<file path="config.mk">
export PLATFORM = sky130hd
export DESIGN_NAME = layer1_output_collector
export DESIGN_NICKNAME = d
export VERILOG_FILES = /design/src/rtl/layer1_output_collector.sv
export SDC_FILE = /design/constraint.sdc
export NUM_CORES = 1
export LEC_CHECK = 0
export ABC_AREA = 0
export BUFFER_PORTS_ARGS = -buffer_cell sky130_fd_sc_hd__buf_2
export CORE_AREA = 2 2 235 237
export DETAILED_ROUTE_END_ITERATION = 8
export DIE_AREA = 0 0 237 239
export GPL_TIMING_DRIVEN = 0
export HOLD_SLACK_MARGIN = 0.1
export RECOVER_POWER = 50
export SLEW_MARGIN = 20
export SYNTH_ARGS = -nofsm -noshare
export SYNTH_HDL_FRONTEND = slang
export SYNTH_SLANG_ARGS = --single-unit
</file>
<file path="constraint.sdc">
create_clock -name clk -period 6.4 [get_ports clk]
set_input_delay 0.64 -clock clk [delete_from_list [all_inputs] [get_ports clk]]
set_output_delay 0.64 -clock clk [all_outputs]
set_load 0.05 [all_outputs]
</file>
<file path="src/rtl/layer1_output_collector.sv">
// ----------------------------------------------------------------------------
// layer1_output_collector
//
// Buffers one complete Layer1 output frame from the four-channel pixel
// stream, then drains it channel-major (all of channel 0, then channel 1, and
// so on) as a single-word valid/ready stream. Only one frame is held at a
// time. Any input that arrives while the frame is being loaded or drained is
// dropped, and the sticky overflow flag records that it happened.
//
// Ports
//   clk        : single clock; every state change happens on its rising edge
//   rst        : asynchronous active-low reset
//   valid_in   : qualifies In_0..In_3 for one cycle
//   In_0..In_3 : channel 0..3 pixel words, in raster order
//   rd_ready   : downstream accepts data_out this cycle
//   out_valid  : data_out holds a valid word
//   data_out   : drained pixel word
//   out_ch     : channel of the current data_out word
//   out_idx    : pixel index of the current data_out word
//   frame_done : one-cycle pulse after the last pixel of a frame is captured
//   busy       : high while the block is loading or draining
//   overflow   : sticky; set when a valid_in is dropped, cleared only by reset
// ----------------------------------------------------------------------------
module layer1_output_collector #(
  parameter int Datawidth    = 16,
  parameter int FRAME_PIXELS = 9,
  parameter int ADDR_W       = 4
) (
  input  logic                 clk,
  input  logic                 rst,
  input  logic                 valid_in,
  input  logic [Datawidth-1:0] In_0,
  input  logic [Datawidth-1:0] In_1,
  input  logic [Datawidth-1:0] In_2,
  input  logic [Datawidth-1:0] In_3,
  input  logic                 rd_ready,
  output logic                 out_valid,
  output logic [Datawidth-1:0] data_out,
  output logic [1:0]           out_ch,
  output logic [ADDR_W-1:0]    out_idx,
  output logic                 frame_done,
  output logic                 busy,
  output logic                 overflow
);

  typedef enum logic [1:0] {
    CAPTURE = 2'd0,
    LOAD    = 2'd1,
    DRAIN   = 2'd2
  } state_e;

  localparam logic [ADDR_W-1:0] LAST_IDX = ADDR_W'(FRAME_PIXELS - 1);
  localparam logic [1:0]        LAST_CH  = 2'd3;

  state_e                 state_q, state_d;
  logic [ADDR_W-1:0]      wr_cnt_q, wr_cnt_d;
  logic [1:0]             ch_q, ch_d;
  logic [ADDR_W-1:0]      idx_q, idx_d;
  logic [Datawidth-1:0]   data_q, data_d;
  logic                   out_valid_q, out_valid_d;
  logic                   frame_done_q, frame_done_d;
  logic                   overflow_q, overflow_d;

  // One bank per channel; bank_q[k] holds the pixels of channel k.
  logic [Datawidth-1:0]   bank_q [4][FRAME_PIXELS];

  logic                   bank_we;

  // Banks are written only while capturing. Input seen in LOAD/DRAIN never
  // reaches the storage, so the frame being drained cannot be corrupted.
  assign bank_we = (state_q == CAPTURE) && valid_in;

  // NOTE: the banks are plain storage with no reset. Their contents are
  // always overwritten by a full capture before they are read, so a reset
  // would only add a clear network across every word for no functional gain.
  always_ff @(posedge clk) begin
    if (bank_we) begin
      bank_q[0][wr_cnt_q] <= In_0;
      bank_q[1][wr_cnt_q] <= In_1;
      bank_q[2][wr_cnt_q] <= In_2;
      bank_q[3][wr_cnt_q] <= In_3;
    end
  end

  // NOTE: every variable assigned here receives a default first, so that no
  // path through the case statement can leave one unassigned and infer a latch.
  always_comb begin
    state_d      = state_q;
    wr_cnt_d     = wr_cnt_q;
    ch_d         = ch_q;
    idx_d        = idx_q;
    data_d       = data_q;
    out_valid_d  = out_valid_q;
    frame_done_d = 1'b0;
    // Any valid_in outside CAPTURE is a dropped pixel, including one that
    // coincides with the final transfer edge (state is still DRAIN there).
    overflow_d   = overflow_q | (valid_in && (state_q != CAPTURE));

    unique case (state_q)
      CAPTURE: begin
        if (valid_in) begin
          if (wr_cnt_q == LAST_IDX) begin
            wr_cnt_d     = '0;
            state_d      = LOAD;
            frame_done_d = 1'b1;
          end else begin
            wr_cnt_d = wr_cnt_q + ADDR_W'(1);
          end
        end
      end

      LOAD: begin
        ch_d        = '0;
        idx_d       = '0;
        data_d      = bank_q[0][0];
        out_valid_d = 1'b1;
        state_d     = DRAIN;
      end

      DRAIN: begin
        if (out_valid_q && rd_ready) begin
          if (idx_q == LAST_IDX) begin
            idx_d = '0;
            if (ch_q == LAST_CH) begin
              // Final word of the frame accepted; data_out keeps the last
              // word but out_valid drops, so it is no longer presented.
              ch_d        = '0;
              out_valid_d = 1'b0;
              state_d     = CAPTURE;
            end else begin
              ch_d = ch_q + 2'd1;
            end
          end else begin
            idx_d = idx_q + ADDR_W'(1);
          end
          // Load the next word on the same edge as the transfer, which keeps
          // the stream bubble-free while rd_ready stays high.
          if (state_d == DRAIN) begin
            data_d = bank_q[ch_d][idx_d];
          end
        end
      end

      default: begin
        state_d = CAPTURE;
      end
    endcase
  end

  // NOTE: sequential state uses non-blocking assignments only, so every
  // register samples its _d value from before this edge.
  always_ff @(posedge clk or negedge rst) begin
    if (!rst) begin
      state_q      <= CAPTURE;
      wr_cnt_q     <= '0;
      ch_q         <= '0;
      idx_q        <= '0;
      data_q       <= '0;
      out_valid_q  <= 1'b0;
      frame_done_q <= 1'b0;
      overflow_q   <= 1'b0;
    end else begin
      state_q      <= state_d;
      wr_cnt_q     <= wr_cnt_d;
      ch_q         <= ch_d;
      idx_q        <= idx_d;
      data_q       <= data_d;
      out_valid_q  <= out_valid_d;
      frame_done_q <= frame_done_d;
      overflow_q   <= overflow_d;
    end
  end

  assign out_valid  = out_valid_q;
  assign data_out   = data_q;
  assign out_ch     = ch_q;
  assign out_idx    = idx_q;
  assign frame_done = frame_done_q;
  assign busy       = (state_q != CAPTURE);
  assign overflow   = overflow_q;

endmodule

</file>
* Yosys cells after proc, flatten, opt, wreduce, memory -nomap -nowiden *
Memories as Yosys holds them, arrays and structs flattened.
Cells that the tools add are included.

cells by class
  $lt $le $gt $ge = 3
  reductions and logical operators = 12
  bitwise operators = 3
  equality and inequality tests = 12
  add/subtract/negate cells = 3
  multiplexer cells = 37

operators by type and width
  operator                                                     count
  two-way mux 144 bit                                          1
  two-way mux 16 bit                                           5
  binary-select mux 16 bit (select 4 bit)                      1
  demux 16 bit (select 4 bit)                                  1
  one-hot mux 16 bit (2 select lines)                          1
  two-way mux 2 bit                                            12
  two-way mux 4 bit                                            5
  >= comparator 5 bit (second input constant)                  2
  inequality test 2 bit (second input constant)                5
  inverter 4 -> 5 bit                                          2
  adder 4 x 1 -> 4 bit (second input constant)                 2
  equality test 4 bit (second input constant)                  2
  one-hot mux 4 bit (2 select lines)                           1
  two-way mux 1 bit                                            7
  equality test 2 bit (second input constant)                  3
  one-hot mux 2 bit (3 select lines)                           1
  AND reduction 3 bit                                          2
  less-than comparator 5 x 1 -> 1 bit (second input constant)  1
  logical AND 1 bit                                            4
  one-hot mux 2 bit (2 select lines)                           1
  AND reduction 2 bit                                          2
  AND reduction 4 bit                                          1
  nonzero test 2 bit                                           2
  adder 2 x 1 -> 2 bit (second input constant)                 1
  other kinds (5)                                              5

word-level totals
  input bits = 68
  logic and storage cells = 79
  RAM bits = 576
  memories = 1
  output and inout bits = 26
  bits in registers = 31

memory list
  name    words  bits a word  rd ports  clocked after memory_dff  wr ports  line  source
  bank_q  4      144          2         0                         4         65    logic [Datawidth-1:0] bank_q [4][FRAME_PIXELS];

* Longest topological paths before layout *
An unclocked memory read counts as a cell.

  depth after elaboration = 12
  mapped depth = 12
  gate-level depth less buffers = 8

* Least setup slack after synthesis *
No wires, ideal clock.

  path type = input to register
  start = input valid_in
  end = memory bank_q[0][0] (netlist bit), enable pin
  arrival time = 5.175 ns
  path buffers = 0
  data required time = 5.835 ns
  library setup time = 0.565 ns
  setup slack = 0.661 ns
  stages on the path = 2
  cells stage by stage = nand2_1 > nor3_1

RTL lines
  item                line  source
  start: declaration  31    input logic valid_in,
  end: declaration    65

* Worst setup path after layout *
  start = register idx_q[0] (netlist: out_idx[0])
  end = register data_q[9] (netlist: data_out[9])

between the ends
  word-level cells in the longest chain between the ends = 11
  elaborated cells between the ends (all ways) = 22
  classes of those cells = add/sub (1); eq/ne (3); mux (15); bitwise (1); reduce/logical (1); memory (1)

ends and longest elaborated chain
  item                                                              line      source
  start: declaration                                                58        logic [ADDR_W-1:0] idx_q, idx_d;
  start signal: assignment                                          166       idx_q <= idx_d;
  equality test 4 bit or adder 4 x 1 -> 4 bit (tied branches)       122, 134
  two-way mux 2 bit or two-way mux 4 bit (tied branches)            122       if (idx_q == LAST_IDX) begin
  two-way mux 2 bit or two-way mux 4 bit (tied branches)            121       if (out_valid_q && rd_ready) begin
  two-way mux 2 bit or two-way mux 4 bit (tied branches)            99        unique case (state_q)
  memory read (4 x 144 bit) or inverter 4 -> 5 bit (tied branches)  n/a
  binary-select mux 16 bit (select 4 bit)                           139       data_d = bank_q[ch_d][idx_d];
  two-way mux 16 bit (not written as such) (2 in series)            139
  two-way mux 16 bit                                                138       if (state_d == DRAIN) begin
  two-way mux 16 bit                                                121
  one-hot mux 16 bit (2 select lines)                               99
  end signal: assignment                                            167       data_q <= data_d;
  end: declaration                                                  59        logic [Datawidth-1:0] data_q, data_d;

Parallel ways exist; a longest one is shown, timed or not. The select of a mux whose other input is x is not followed.
A chain may end at the register's enable or synchronous reset.

==> results.yml <==
run_status:
  status: "finished with violations"
  violations: "max-capacitance violations, max-slew violations"
power:
  leakagePower_nw: 9.77
  p_per_area_mw_per_mm2: 410
  vdd_ir_drop_max_mv: 0.252
global_routing:
  grt_pass1_wl_mm: 109
  grt_max_degree: 47
  grt_antenna_before_repair: 6
  grtUsageTotal: 0.277
  grt_pass1_vias: 14900
  grt_overflow: 0
logic_synthesis:
  synth_area_per_cell_um2: 15.0
  yosysTopAreaCell: "edfxtp_1"
  synth.area.top_cells: "edfxtp_1 (72%), mux2i_1 (5.5%), dfrtp_1 (3.2%)"
  async_flop_share: 0.0511
  synth_area_mm2: 0.0240
  synth_fa_ha_area_frac: 0.00364
  syn-num-nets: 1681
  synth_top_flop_cell: "edfxtp_1"
  synth_cells: 1606
  synth_top_family_by_area: "simple AND/OR/NAND/NOR gates"
  synth_simple_gate_area_frac: 0.0830
  synth_xor_area_frac: 0.000364
  synth_compound_area_frac: 0.0825
  yosys_warnings: 0
  yosysUniqueCellTypes: 55
  muxShareOfSynthArea: 0.0578
  synth_edf_count: 576
  yosysSeqAreaShare: 0.752
  synth.top_cell.area_share: 0.719
  synth_seq_cells: 607
setup_path:
  crit_type: "flop to flop"
  critPathArrivalTime_ns: 4.79
  rr_worst_depth: 11
  path_buf_inv: 4
  rr_endpoint: "data_out[9]"
  path_max_fanout: 10
  critPathCaptureType: "flop"
  r2r-start: "out_idx[0]"
  crit_end: "data_out[9]"
  path_cells: "buf_2 -> inv_1 -> ha_1 -> a21oi_1 -> a21oi_2 -> buf_6 -> nor3_2 -> clkbuf_1 -> o21ai_0 -> o2111ai_1 -> o32ai_1"
  slowest_stage: "clkbuf_1"
  cp_data_required_time_ns: 6.90
  cpPeakStageDelay_ns: 0.90
  r2r_setup_slack_ns: 2.12
  start_kind: "flop"
  startpoint: "out_idx[0]"
  crit_cells: 11
  cp_top_family: "buffers and inverters"
detailed_routing:
  drt_drc_violations_left: 0
  dr.pass1.iters: 5
  drtIter0Drc: 2079
  wirelength_mm: 78.3
  via_per_inst: 6.12
  wire_per_inst_um: 30.9
  num_vias: 15500
  drtAntennaViolNets: 0
sta:
  post-route-period-util: 0.669
  min_period_ns: 4.28
  max_freq_ghz: 0.234
  rsz0062_at_grt: "no"
  drv_slew: 32
  finalSetupViolations: 0
  final_hold_viol_count: 0
  relSlewSlack: -0.838
  tightest_slew_ns: 2.76
  hold_slack_ns: 0.247
  skew_ns: 0.0154
floorplanning:
  pin_count: 94
  core-area_mm2: 0.0543
  initial_utilization: 0.442
  num_rows: 86
  dieHeight_um: 239
  dieArea_mm2: 0.0566
  die_w_um: 237
placed_design:
  hpwl_mm: 48.0
  portBuffers: 93
  gp_congestion: 0.876
  placed_cells: 2421
cells_and_area:
  n_antenna_cell: 0
  area_growth_pct: 14.7
  layout-drive-gt1-share: 0.115
  fin_cells: 2536
  final_nets: 1856
  final_common_cell: "edfxtp_1"
  post-route-util: 0.508
  layout_common_cells: "edfxtp_1 (576), nor2_1 (181), nand2_1 (178), mux2i_1 (132), clkbuf_1 (130)"
clocking:
  htree_num_levels: 2
  cts_made_buffers: 61
  root_buffer: "clkbuf_16"
  insertion_delay_ns: 0.64
  clk_path_buf_depth: 3
  post_cts_resize_count: 0
  clk_pin_slew_ns: 0.07
  post_cts_buffers: 0
  cts.sinks: 607
  cts_tree: "done"
hold_path:
  min_path_type: "input pin to flop"
job:
  maxCapViolations: 1
-- metal layers --
layer | up-vias | wire length [µm] | GRT usage
li1 | 6552 | - | -
met1 | 7732 | 29900 | 0.369
met2 | 1014 | 35700 | 0.435
met3 | 215 | 8530 | 0.0622
met4 | 6 | 4050 | 0.135
met5 | - | 36 | 0
-- cell usage after synthesis, types with 14 or more instances --
cell / n
a21oi_1: 20
o21ai_0: 98
nand4_1: 16
mux2i_1: 132
nand2_1: 178
a311oi_1: 14
o22ai_1: 15
a31oi_1: 31
o32ai_1: 16
nor2_1: 181
edfxtp_1: 576
a32oi_1: 17
o2111ai_1: 16
buf_2: 34
o221ai_1: 15
dfrtp_1: 31
a22oi_1: 37
clkbuf_1: 37
buf_4: 15
nand3_1: 34
-- worst reg2reg max path: stages, from the launching register on --
cell	delay, ns
dfrtp_1	0.44
buf_2	0.30
inv_1	0.10
ha_1	0.30
a21oi_1	0.31
a21oi_2	0.18
buf_6	0.18
nor3_2	0.87
clkbuf_1	0.91
o21ai_0	0.31
o2111ai_1	0.16
o32ai_1	0.10
-- state kept, by name, summed over array words and instances, names as in the netlist --
signal,flops
bank_q,576
data_out,16
out_idx,4
wr_cnt_q,4
out_ch,2
state_q,2
frame_done,1
out_valid,1
overflow,1
-- power breakdown --
part	switching (mW)	internal, mW	total [mW]
Combinational	2.14	0.747	2.89
Sequential	0.147	4.76	4.90
Clock	1.49	2.02	3.51
Total	3.78	7.52	11.3
-- worst min-delay path by stage --
stage | startpoint | to | slack, ns | cells past startpoint
2_1_floorplan | rst | data_out[0] | 0.34 | 0
3_3_place_gp | overflow | overflow | 0.43 | 1
3_5_place_dp | overflow | overflow | 0.45 | 1
4_1_cts | valid_in | overflow | 0.23 | 2
5_1_grt | valid_in | overflow | 0.25 | 2
6_report | valid_in | overflow | 0.25 | 2
-- cell families after synthesis --
kind of cell,count (synthesis)
AOI/OAI and AO/OA,297
xor gates and xnor gates,1
adders and majority gates,7
buffers and inverters,101
DFF,607
muxes,137
and+or+nand+nor,456
-- through the flow --
step | TNS, ns | worst slack (ns) | instance area (µm²) | total power, mW
floorplan | 0 | 0.661 | 24000 | 6.55
CTS | 0 | 2.24 | 27700 | 11.3
detailed placement | 0 | 2.25 | 25700 | 7.81
global route | 0 | 1.96 | 27600 | 11.6
finish | 0 | 2.12 | 27600 | 11.3
global placement | -144.08 | -2.26 | 25400 | 7.73
-- repair_timing --
| item | CTS | global route |
|---|---|---|
| hold buffers | 1 | 0 |
| endpoints found under the hold margin | 31 | 0 |
| endpoints found under the setup margin | 0 | 0 |
-- layout make-up --
| class | instances | area [µm²] |
|---|---|---|
| clock inverters | 23 | 248 |
| flip-flops and latches | 607 | 18100 |
| well taps | 704 | 881 |
| multi-input cells | 898 | 5520 |
| clock buffers | 91 | 1690 |
| repair buffers | 112 | 652 |
| inverters | 7 | 26.3 |
| fillers | 4548 | 26800 |
| plain buffers | 94 | 487 |
(Power assumes the default switching activity.)
